`config.mk`:
```
export PLATFORM = sky130hd
export DESIGN_NAME = rt_budget_sched
export DESIGN_NICKNAME = d
export VERILOG_FILES = /design/src/rtl/rt_budget_sched.sv
export SDC_FILE = /design/constraint.sdc
export NUM_CORES = 1
export LEC_CHECK = 0
export ABC_CLOCK_PERIOD_IN_PS = 13660
export CORE_MARGIN = 5
export CORE_UTILIZATION = 25
export CTS_CLUSTER_DIAMETER = 40
export DETAILED_ROUTE_END_ITERATION = 10
export HOLD_SLACK_MARGIN = 0.05
export PLACE_DENSITY = 0.52
export SLEW_MARGIN = 25
export SYNTH_ARGS = -nofsm -noshare
export SYNTH_HDL_FRONTEND = slang
export SYNTH_SLANG_ARGS = --single-unit
```
`constraint.sdc`:
```
create_clock -name clk_i -period 13.66 [get_ports clk_i]
set_input_delay 2.732 -clock clk_i [delete_from_list [all_inputs] [get_ports clk_i]]
set_output_delay 2.732 -clock clk_i [all_outputs]
set_load 0.01 [all_outputs]
```
`src/rtl/rt_budget_sched.sv`:
```
// Budget-regulated round-robin scheduler for one shared AXI burst slot.
// Optional feature: define RT_SCHED_WORK_CONSERVING_EN for work-conserving fallback arbitration.
module rt_budget_sched #(
  parameter int unsigned NumMgr      = 4,
  parameter int unsigned LenWidth    = 8,
  parameter int unsigned BudgetWidth = 16,
  parameter int unsigned PeriodWidth = 16
) (
  input  logic                                   clk_i,
  input  logic                                   rst_ni,
  input  logic                                   en_i,
  input  logic [PeriodWidth-1:0]                 period_i,
  input  logic [NumMgr-1:0][BudgetWidth-1:0]     budget_i,
  input  logic [NumMgr-1:0]                      req_valid_i,
  input  logic [NumMgr-1:0][LenWidth-1:0]        req_len_i,
  output logic [NumMgr-1:0]                      req_ready_o,
  output logic                                   gnt_valid_o,
  input  logic                                   gnt_ready_i,
  output logic [$clog2(NumMgr)-1:0]              gnt_idx_o,
  output logic [LenWidth-1:0]                    gnt_len_o,
  output logic [NumMgr-1:0][BudgetWidth-1:0]     budget_left_o,
  output logic [PeriodWidth-1:0]                 period_cnt_o,
  output logic [NumMgr-1:0]                      isolated_o
);

  localparam int unsigned IdxWidth  = $clog2(NumMgr);
  localparam int unsigned CostWidth = LenWidth + 1;
  localparam int unsigned CmpWidth  = (BudgetWidth > CostWidth) ? BudgetWidth : CostWidth;

  typedef enum logic [1:0] {StIdle, StRun, StDrain} state_e;

  state_e                             state, state_next;
  logic [NumMgr-1:0][BudgetWidth-1:0] budget_left;
  logic [PeriodWidth-1:0]             period_cnt, period_len, period_eff;
  logic [IdxWidth-1:0]                rr_ptr, gnt_idx, sel;
  logic [LenWidth-1:0]                gnt_len;
  logic                               gnt_valid;

  logic [NumMgr-1:0][CostWidth-1:0]   cost;
  logic [NumMgr-1:0]                  eligible, cand, win;
  logic                               found, fallback, accept, wrap;
  logic [CmpWidth-1:0]                charged;
  logic [31:0]                        pos;

  // Cost and eligibility per requester.
  always_comb begin
    for (int i = 0; i < NumMgr; i++) begin
      cost[i]     = CostWidth'(req_len_i[i]) + CostWidth'(1);
      eligible[i] = req_valid_i[i] && (CmpWidth'(budget_left[i]) >= CmpWidth'(cost[i]));
    end
  end

`ifdef RT_SCHED_WORK_CONSERVING_EN
  assign fallback = ~|eligible & |req_valid_i;
  assign cand     = fallback ? req_valid_i : eligible;
`else
  assign fallback = 1'b0;
  assign cand     = eligible;
`endif

  // Round-robin pick starting one past the last granted requester.
  always_comb begin
    found = 1'b0;
    sel   = '0;
    pos   = '0;
    for (int unsigned k = 1; k <= NumMgr; k++) begin
      pos = (32'(rr_ptr) + k) % NumMgr;
      if (!found && cand[pos]) begin
        found = 1'b1;
        sel   = IdxWidth'(pos);
      end
    end
  end

  assign win        = found ? (NumMgr'(1) << sel) : '0;
  // The exit cycle out of RUN (en_i low) never accepts, so nothing lands in the slot behind IDLE.
  assign accept     = (state == StRun) && en_i && (!gnt_valid || gnt_ready_i) && found;
  assign wrap       = (period_cnt == period_len - PeriodWidth'(1));
  assign period_eff = (period_i == '0) ? PeriodWidth'(1) : period_i;
  assign charged    = (CmpWidth'(budget_left[sel]) >= CmpWidth'(cost[sel]))
                    ? CmpWidth'(budget_left[sel]) - CmpWidth'(cost[sel]) : '0;

  always_ff @(posedge clk_i or negedge rst_ni) begin
    if (!rst_ni) state <= StIdle;
    else         state <= state_next;
  end

  always_comb begin
    state_next = state;
    unique case (state)
      StIdle:  if (en_i) state_next = StRun;
      StRun:   if (!en_i) state_next = gnt_valid ? StDrain : StIdle;
      StDrain: if (!gnt_valid || gnt_ready_i) state_next = StIdle;
      default: state_next = StIdle;
    endcase
  end

  always_comb begin
    req_ready_o = '0;
    isolated_o  = '0;
    if (accept) req_ready_o = win;
    if (state == StRun) begin
      isolated_o = req_valid_i & ~eligible;
      if (fallback) isolated_o = req_valid_i & ~eligible & ~win;
    end
  end

  always_ff @(posedge clk_i or negedge rst_ni) begin
    if (!rst_ni) begin
      gnt_valid <= 1'b0;
      gnt_idx   <= '0;
      gnt_len   <= '0;
      rr_ptr    <= IdxWidth'(NumMgr - 1);
    end else if (accept) begin
      gnt_valid <= 1'b1;
      gnt_idx   <= sel;
      gnt_len   <= req_len_i[sel];
      rr_ptr    <= sel;
    end else if (gnt_ready_i) begin
      gnt_valid <= 1'b0;
    end
  end

  always_ff @(posedge clk_i or negedge rst_ni) begin
    if (!rst_ni) begin
      budget_left <= '0;
      period_cnt  <= '0;
      period_len  <= PeriodWidth'(1);
    end else if (state == StIdle && en_i) begin
      budget_left <= budget_i;
      period_cnt  <= '0;
      period_len  <= period_eff;
    end else if (state == StRun) begin
      if (wrap) begin
        // Reload wins over a same-cycle charge.
        budget_left <= budget_i;
        period_cnt  <= '0;
        period_len  <= period_eff;
      end else begin
        period_cnt <= period_cnt + PeriodWidth'(1);
        if (accept) budget_left[sel] <= BudgetWidth'(charged);
      end
    end
  end

  assign gnt_valid_o   = gnt_valid;
  assign gnt_idx_o     = gnt_idx;
  assign gnt_len_o     = gnt_len;
  assign budget_left_o = budget_left;
  assign period_cnt_o  = period_cnt;

endmodule
```
# After elaboration in Yosys (flattened, before gate mapping)
# Index checks and enable logic that the tools add are counted.
dict set report totals {
  word_cells 115
  reg_bits 111
  out_inout_bits 99
}
dict set report classes {
  eq_ne 6
  order_cmp 11
  n_bitwise 2
  reduce_logical 26
  mux 47
  n_shift 1
  add_sub_neg 11
}
# operator count
set ops {}
lappend ops {{$mux 64} 4}
lappend ops {{$mux 16} 10}
lappend ops {{$ge 16x9->1} 5}
lappend ops {{$bwmux 64} 1}
lappend ops {{$add 8x1->9 const B} 4}
lappend ops {{$bmux 16 s2} 1}
lappend ops {{$demux 16 s2} 1}
lappend ops {{$bmux 9 s2} 1}
lappend ops {{$add 16x1->16 const B} 1}
lappend ops {{$bmux 8 s2} 1}
lappend ops {{$eq 16x16->1} 1}
lappend ops {{$logic_not 16->1} 1}
lappend ops {{$mux 2} 8}
lappend ops {{$sub 16x1->16 const B} 1}
lappend ops {{$sub 16x9->16} 1}
lappend ops {{$lt 2x3->1 const B} 5}
lappend ops {{$logic_and 1x1->1} 12}
lappend ops {{$mux 4} 3}
lappend ops {{$mux 1} 10}
lappend ops {{$mux 9} 1}
lappend ops {{$bmux 1 s2} 4}
lappend ops {{$mux 8} 1}
lappend ops {{$ne 2x2->1 const B} 3}
lappend ops {{$pmux 2 s3} 1}
lappend ops {{15 further kinds} 23}

# Logic depth before layout (Yosys ltp)
dict set report logic_depth {
  word_depth 24
  ltp_mapped 32
  mapped_depth_nobuf 28
}

# Least setup slack after synthesis
# No wires, ideal clock.
dict set report synth_timing {
  path_type {input to register}
  from {input req_len_i[0] in the netlist's numbering}
  to {register budget_left, in the netlist budget_left_o[26]}
  required_time_ns 13.583
  n_path_buf 2
  setup_ns 0.077
  slack_ns 5.142
  path_stages 28
  arrival_time_ns 8.441
  cell_sequence {ha_1 > nand3_1 > nor2_1 > nand3_1 > ha_1 > nand4_2 > nor4_2 > o21ai_2 > a22o_1 > a221oi_4 > clkbuf_1 > clkbuf_1 > o211ai_1 > o21ai_0 > ha_1 > inv_1 > fa_1 > a21o_1 > a21oi_1 > o21ai_0 > a21oi_1 > o21ai_0 > a21oi_1 > nor2b_1 > a211oi_4 > xor2_1 > or4b_1 > a21oi_1}
}
dict set report synth_between {
  elab_chain_len 24
}
# element line
set synth_lines {}
lappend synth_lines {{from (decl)} 15} ;# input logic [NumMgr-1:0][LenWidth-1:0] req_len_i,
lappend synth_lines {{$add 8x1->9 *} 48} ;# cost[i] = CostWidth'(req_len_i[i]) + CostWidth'(1);
lappend synth_lines {{$ge 16x9->1} 49} ;# eligible[i] = req_valid_i[i] && (CmpWidth'(budget_left[i]) >= CmpWidth'(cost[i]));
lappend synth_lines {{$logic_and 1x1->1} 49}
lappend synth_lines {{$bmux 1 s2} 68} ;# if (!found && cand[pos]) begin
lappend synth_lines {{$mux 1 (not written as such)} 68}
lappend synth_lines {{$mux 1} 68}
lappend synth_lines {{$logic_not 1->1} 68}
lappend synth_lines {{$logic_and 1x1->1} 68}
lappend synth_lines {{(+8 left out)} --}
lappend synth_lines {{$mux 16 (not written as such) (tied with other cells)} {80, 81}}
lappend synth_lines {{$sub 16x9->16 (tied with other cells)} 81} ;# ? CmpWidth'(budget_left[sel]) - CmpWidth'(cost[sel]) : '0;
lappend synth_lines {{$mux 16 / $demux 16 s2 (equally long branches)} {81, 141}}
lappend synth_lines {{$bwmux 64} 141} ;# if (accept) budget_left[sel] <= BudgetWidth'(charged);
lappend synth_lines {{$mux 64} 141}
lappend synth_lines {{$mux 64} 134} ;# if (wrap) begin
lappend synth_lines {{$mux 64} 133} ;# end else if (state == StRun) begin
lappend synth_lines {{$mux 64} 129} ;# end else if (state == StIdle && en_i) begin
lappend synth_lines {{to (signal assigned)} 130} ;# budget_left <= budget_i;
lappend synth_lines {{to (signal assigned)} 136} ;# budget_left <= budget_i;
lappend synth_lines {{to (signal, indexed assignment)} 141}
lappend synth_lines {{to (decl)} 33} ;# logic [NumMgr-1:0][BudgetWidth-1:0] budget_left;
# Mark *: on every way between the ends. The rest lies on a longest branch, timed or not. The select of a mux whose other input is x is not followed.
# A chain may end at the register's enable or synchronous reset.

# Worst setup path after layout
dict set report layout_timing {
  from {input req_len_i[16] in the netlist's numbering}
  to {register budget_left, in the netlist budget_left_o[53]}
}
# The elaborated chain is that of the path after synthesis.

==> qor.yml <==
status:
  run_status: "complete, no violations"
critical_path:
  crit_path_top_delay_cell: "sky130_fd_sc_hd__nand4_4"
  crit_path_end: "budget_left_o[53]"
  crit_path_max_incr_delay_ns: 0.72
  r2r_setup_slk_ns: 6.39
  r2r-end: "budget_left_o[53]"
  timing.critical_path.depth: 28
  ff2ff_path_depth: 25
  timing.critical_path.required_ns: 13.89
  crit_buf_inv: 3
  setup.worst_path.start_class: "input port"
  timing.setup.critical_path_class: "input port to flop"
  cp_top_family: "compound AO/OA/AOI/OAI gates"
  worst-endpoint-arrival_ns: 10.59
  timing.critical_path.from: "req_len_i[16]"
  timing.critical_path.to_type: "flop"
  r2r_start: "budget_left_o[0]"
  critical_path.max_fanout: 53
routing:
  route.vias.total: 8996
  post_route_drc_violation_count: 0
  initialDrtViolationCount: 670
  finalWirelength_microns: 37170
  route.detailed.vias_per_inst: 5.301
  drt_first_pass_iters: 5
  ant_nets: 0
  detail_route.wl_per_cell_microns: 21.90
floorplanning:
  die_y_microns: 198.9
  floorplan.die.width_microns: 198.9
  design.die.area_sq_um: 39550
  i_o_pin_cnt: 219
  floorplan.initialDensity_pct: 25.19
  rows: 69
  placeableCoreArea_sq_um: 35400
timing:
  worst_slew_margin_rel_pct: 25.40
  rsz0062_at_grt: "false"
  finalSetupViolations: 0
  final.setup_skew_ns: 0.01513
  max_clock_freq_mhz: 96.59
  tns_ns: 0
  finalCritPeriodShare_pct: 75.79
  hold_viol: 0
  worst-slew-pin-transition_ns: 1.115
  maxSlewViolCount: 0
  fin_crit_ns: 10.35
  timing.hold.ws_ns: 0.5153
cts:
  ctsLongestPathBuffers: 2
  cts-buffers-inserted: 9
  numClockSinks: 111
  root_buffer: "sky130_fd_sc_hd__clkbuf_16"
  clkLatencyLatePin_ns: 0.38
  cts_tree: "yes"
  ctsHtreeMaxLevel: 3
  ctsHoldBuffers: 0
  count_of_cells_resized_by_post_cts_repair: 0
  post-cts-setup-buffer-count: 0
  worst_setup_hold_path_clk_slew_ns: 0.09
synthesis:
  post_synth_instance_area_sq_um: 8917
  ys_seq_elements: 111
  syn_inst: 1046
  synthesis.nets: 1218
  synth.area.top_cells: "sky130_fd_sc_hd__dfrtp_1, sky130_fd_sc_hd__ha_1, sky130_fd_sc_hd__nand2_1"
  ys.flop_type: "sky130_fd_sc_hd__dfrtp_1"
  synth-async-reset-ratio_pct: 100.0
  synthDistinctLibCells: 89
  synth_largest_type_area_fraction_pct: 30.31
  count_of_synthesis_stage_warnings_from_yosys: 0
  synth_edf_count: 0
  synth_most_common_cell: "sky130_fd_sc_hd__nand2_1"
  synth_sequential_area_ratio_pct: 31.19
  yosys.area.top_type: "sky130_fd_sc_hd__dfrtp_1"
  synth.top_cells.by_count: "sky130_fd_sc_hd__nand2_1, sky130_fd_sc_hd__dfrtp_1, sky130_fd_sc_hd__nor2_1"
  syn-mean-instance-area_sq_um: 8.525
global_routing:
  grt_util_all_layers_pct: 18.21
  grt_pass1_wl_microns: 54800
  grt_pass1_vias: 8760
  global_route.overflow_total: 0
  pin_count_of_the_biggest_net_entering_global_routing: 89
  antenna_found_initial: 4
power_and_ir_drop:
  p_per_area_nw_per_um2: 227.2
  cellLeakagePower_nw: 4.634
  irDropWorstVdd_v: 0.0001422
  fin_total_pwr_mw: 2.686
worst_hold_path:
  hold_path_depth: 1
  timing.hold.worst.class: "flop to flop"
finish:
  final_layout_size_suffix_gt1_share_pct: 7.935
  finish.net_count: 1402
  n_fill_cell: 3761
  multiInputGateArea_sq_um: 5742
  seqCellArea_sq_um: 2781
  syn_to_final_growth_pct: 32.57
  post-route-util_pct: 33.40
place:
  port_buffers: 218
  place.gp.congestion: 0.9068
  detailedPlacementHpwl_microns: 28930
run:
  drv.max_cap_violation_count: 0
per-stage QoR:
step	instance area, sq um	setup WS (ns)	instances
floorplan	8917	5.142	1046
global placement	11460	3.231	1680
detailed placement	11460	3.078	1680
CTS	11800	3.336	1696
global route	11820	2.667	1696
finish	11820	3.307	1697
logic make-up (layout without fill, tap and decap cells):
family	after synthesis	in the layout	share of synthesized area, %
and+or+nand+nor	405	405	23.24
AOI/OAI and AO/OA	309	309	25.05
DFF	111	111	31.19
buffers and inverters	90	279	4.743
xor gates and xnor gates	53	53	5.206
adders and majority gates	52	52	7.380
muxes	26	26	3.199
other	0	1	0
how the worst min path moves through the flow:
stage / end / startpoint / slack (ns)
finish: gnt_idx_o[0] / gnt_idx_o[0] / 0.52
global placement: gnt_idx_o[0] / gnt_idx_o[0] / 0.49
floorplan: state[0] / state[1] / 0.50
CTS: gnt_idx_o[0] / gnt_idx_o[0] / 0.52
detailed placement: gnt_idx_o[0] / gnt_idx_o[0] / 0.50
global route: gnt_idx_o[0] / gnt_idx_o[0] / 0.54
area by class of cell:
cell class / instances / area share (%)
clock inverters: 7 / 0.9420
flip-flops and latches: 111 / 23.53
repair buffers: 227 / 19.01
diodes: 1 / 0.02117
inverters: 36 / 1.143
clock buffers: 9 / 1.905
well taps: 461 / 4.879
multi-input cells: 845 / 48.57
report_power, final:
part / internal, mW / switching, mW
sequential: 0.452 / 0.177
clock: 0.166 / 0.150
combinational: 0.714 / 1.03
sequential cells by signal (all words and copies together) (netlist names):
register	flops
budget_left_o	64
gnt_idx_o	2
gnt_len_o	8
gnt_valid_o	1
period_cnt_o	16
period_len	16
rr_ptr	2
state	2
routing by layer:
layer  GRT usage, %  vias to the layer above  wire [microns]
met1          24.90                     4342           16330
li1               -                     4254               -
met2          28.32                      343           16670
met4          5.471                        4            1016
met3          4.810                       53            3116
met5              0                        -              34
layout by cell type, fill, tap and decap left out, drive strengths merged, types with 4 or more instances in the layout:
cell type,instances
o211ai,26
buf,10
or2,4
nand3,37
a32oi,41
mux2,17
and3,33
o21a,6
ha,51
nand2,166
a31oi,18
a21o,8
xor2,28
a31o,4
inv,38
nand2b,14
clkdlybuf4s50,217
o21ai,87
nor3,18
xnor2,25
nand4,15
clkbuf,9
nor4,19
a221oi,6
o22ai,5
nor2,66
nor2b,12
a211oi,8
a21oi,62
dfrtp,108
o31ai,5
mux2i,9
Note: power is estimated with default switching activity, not from simulation.
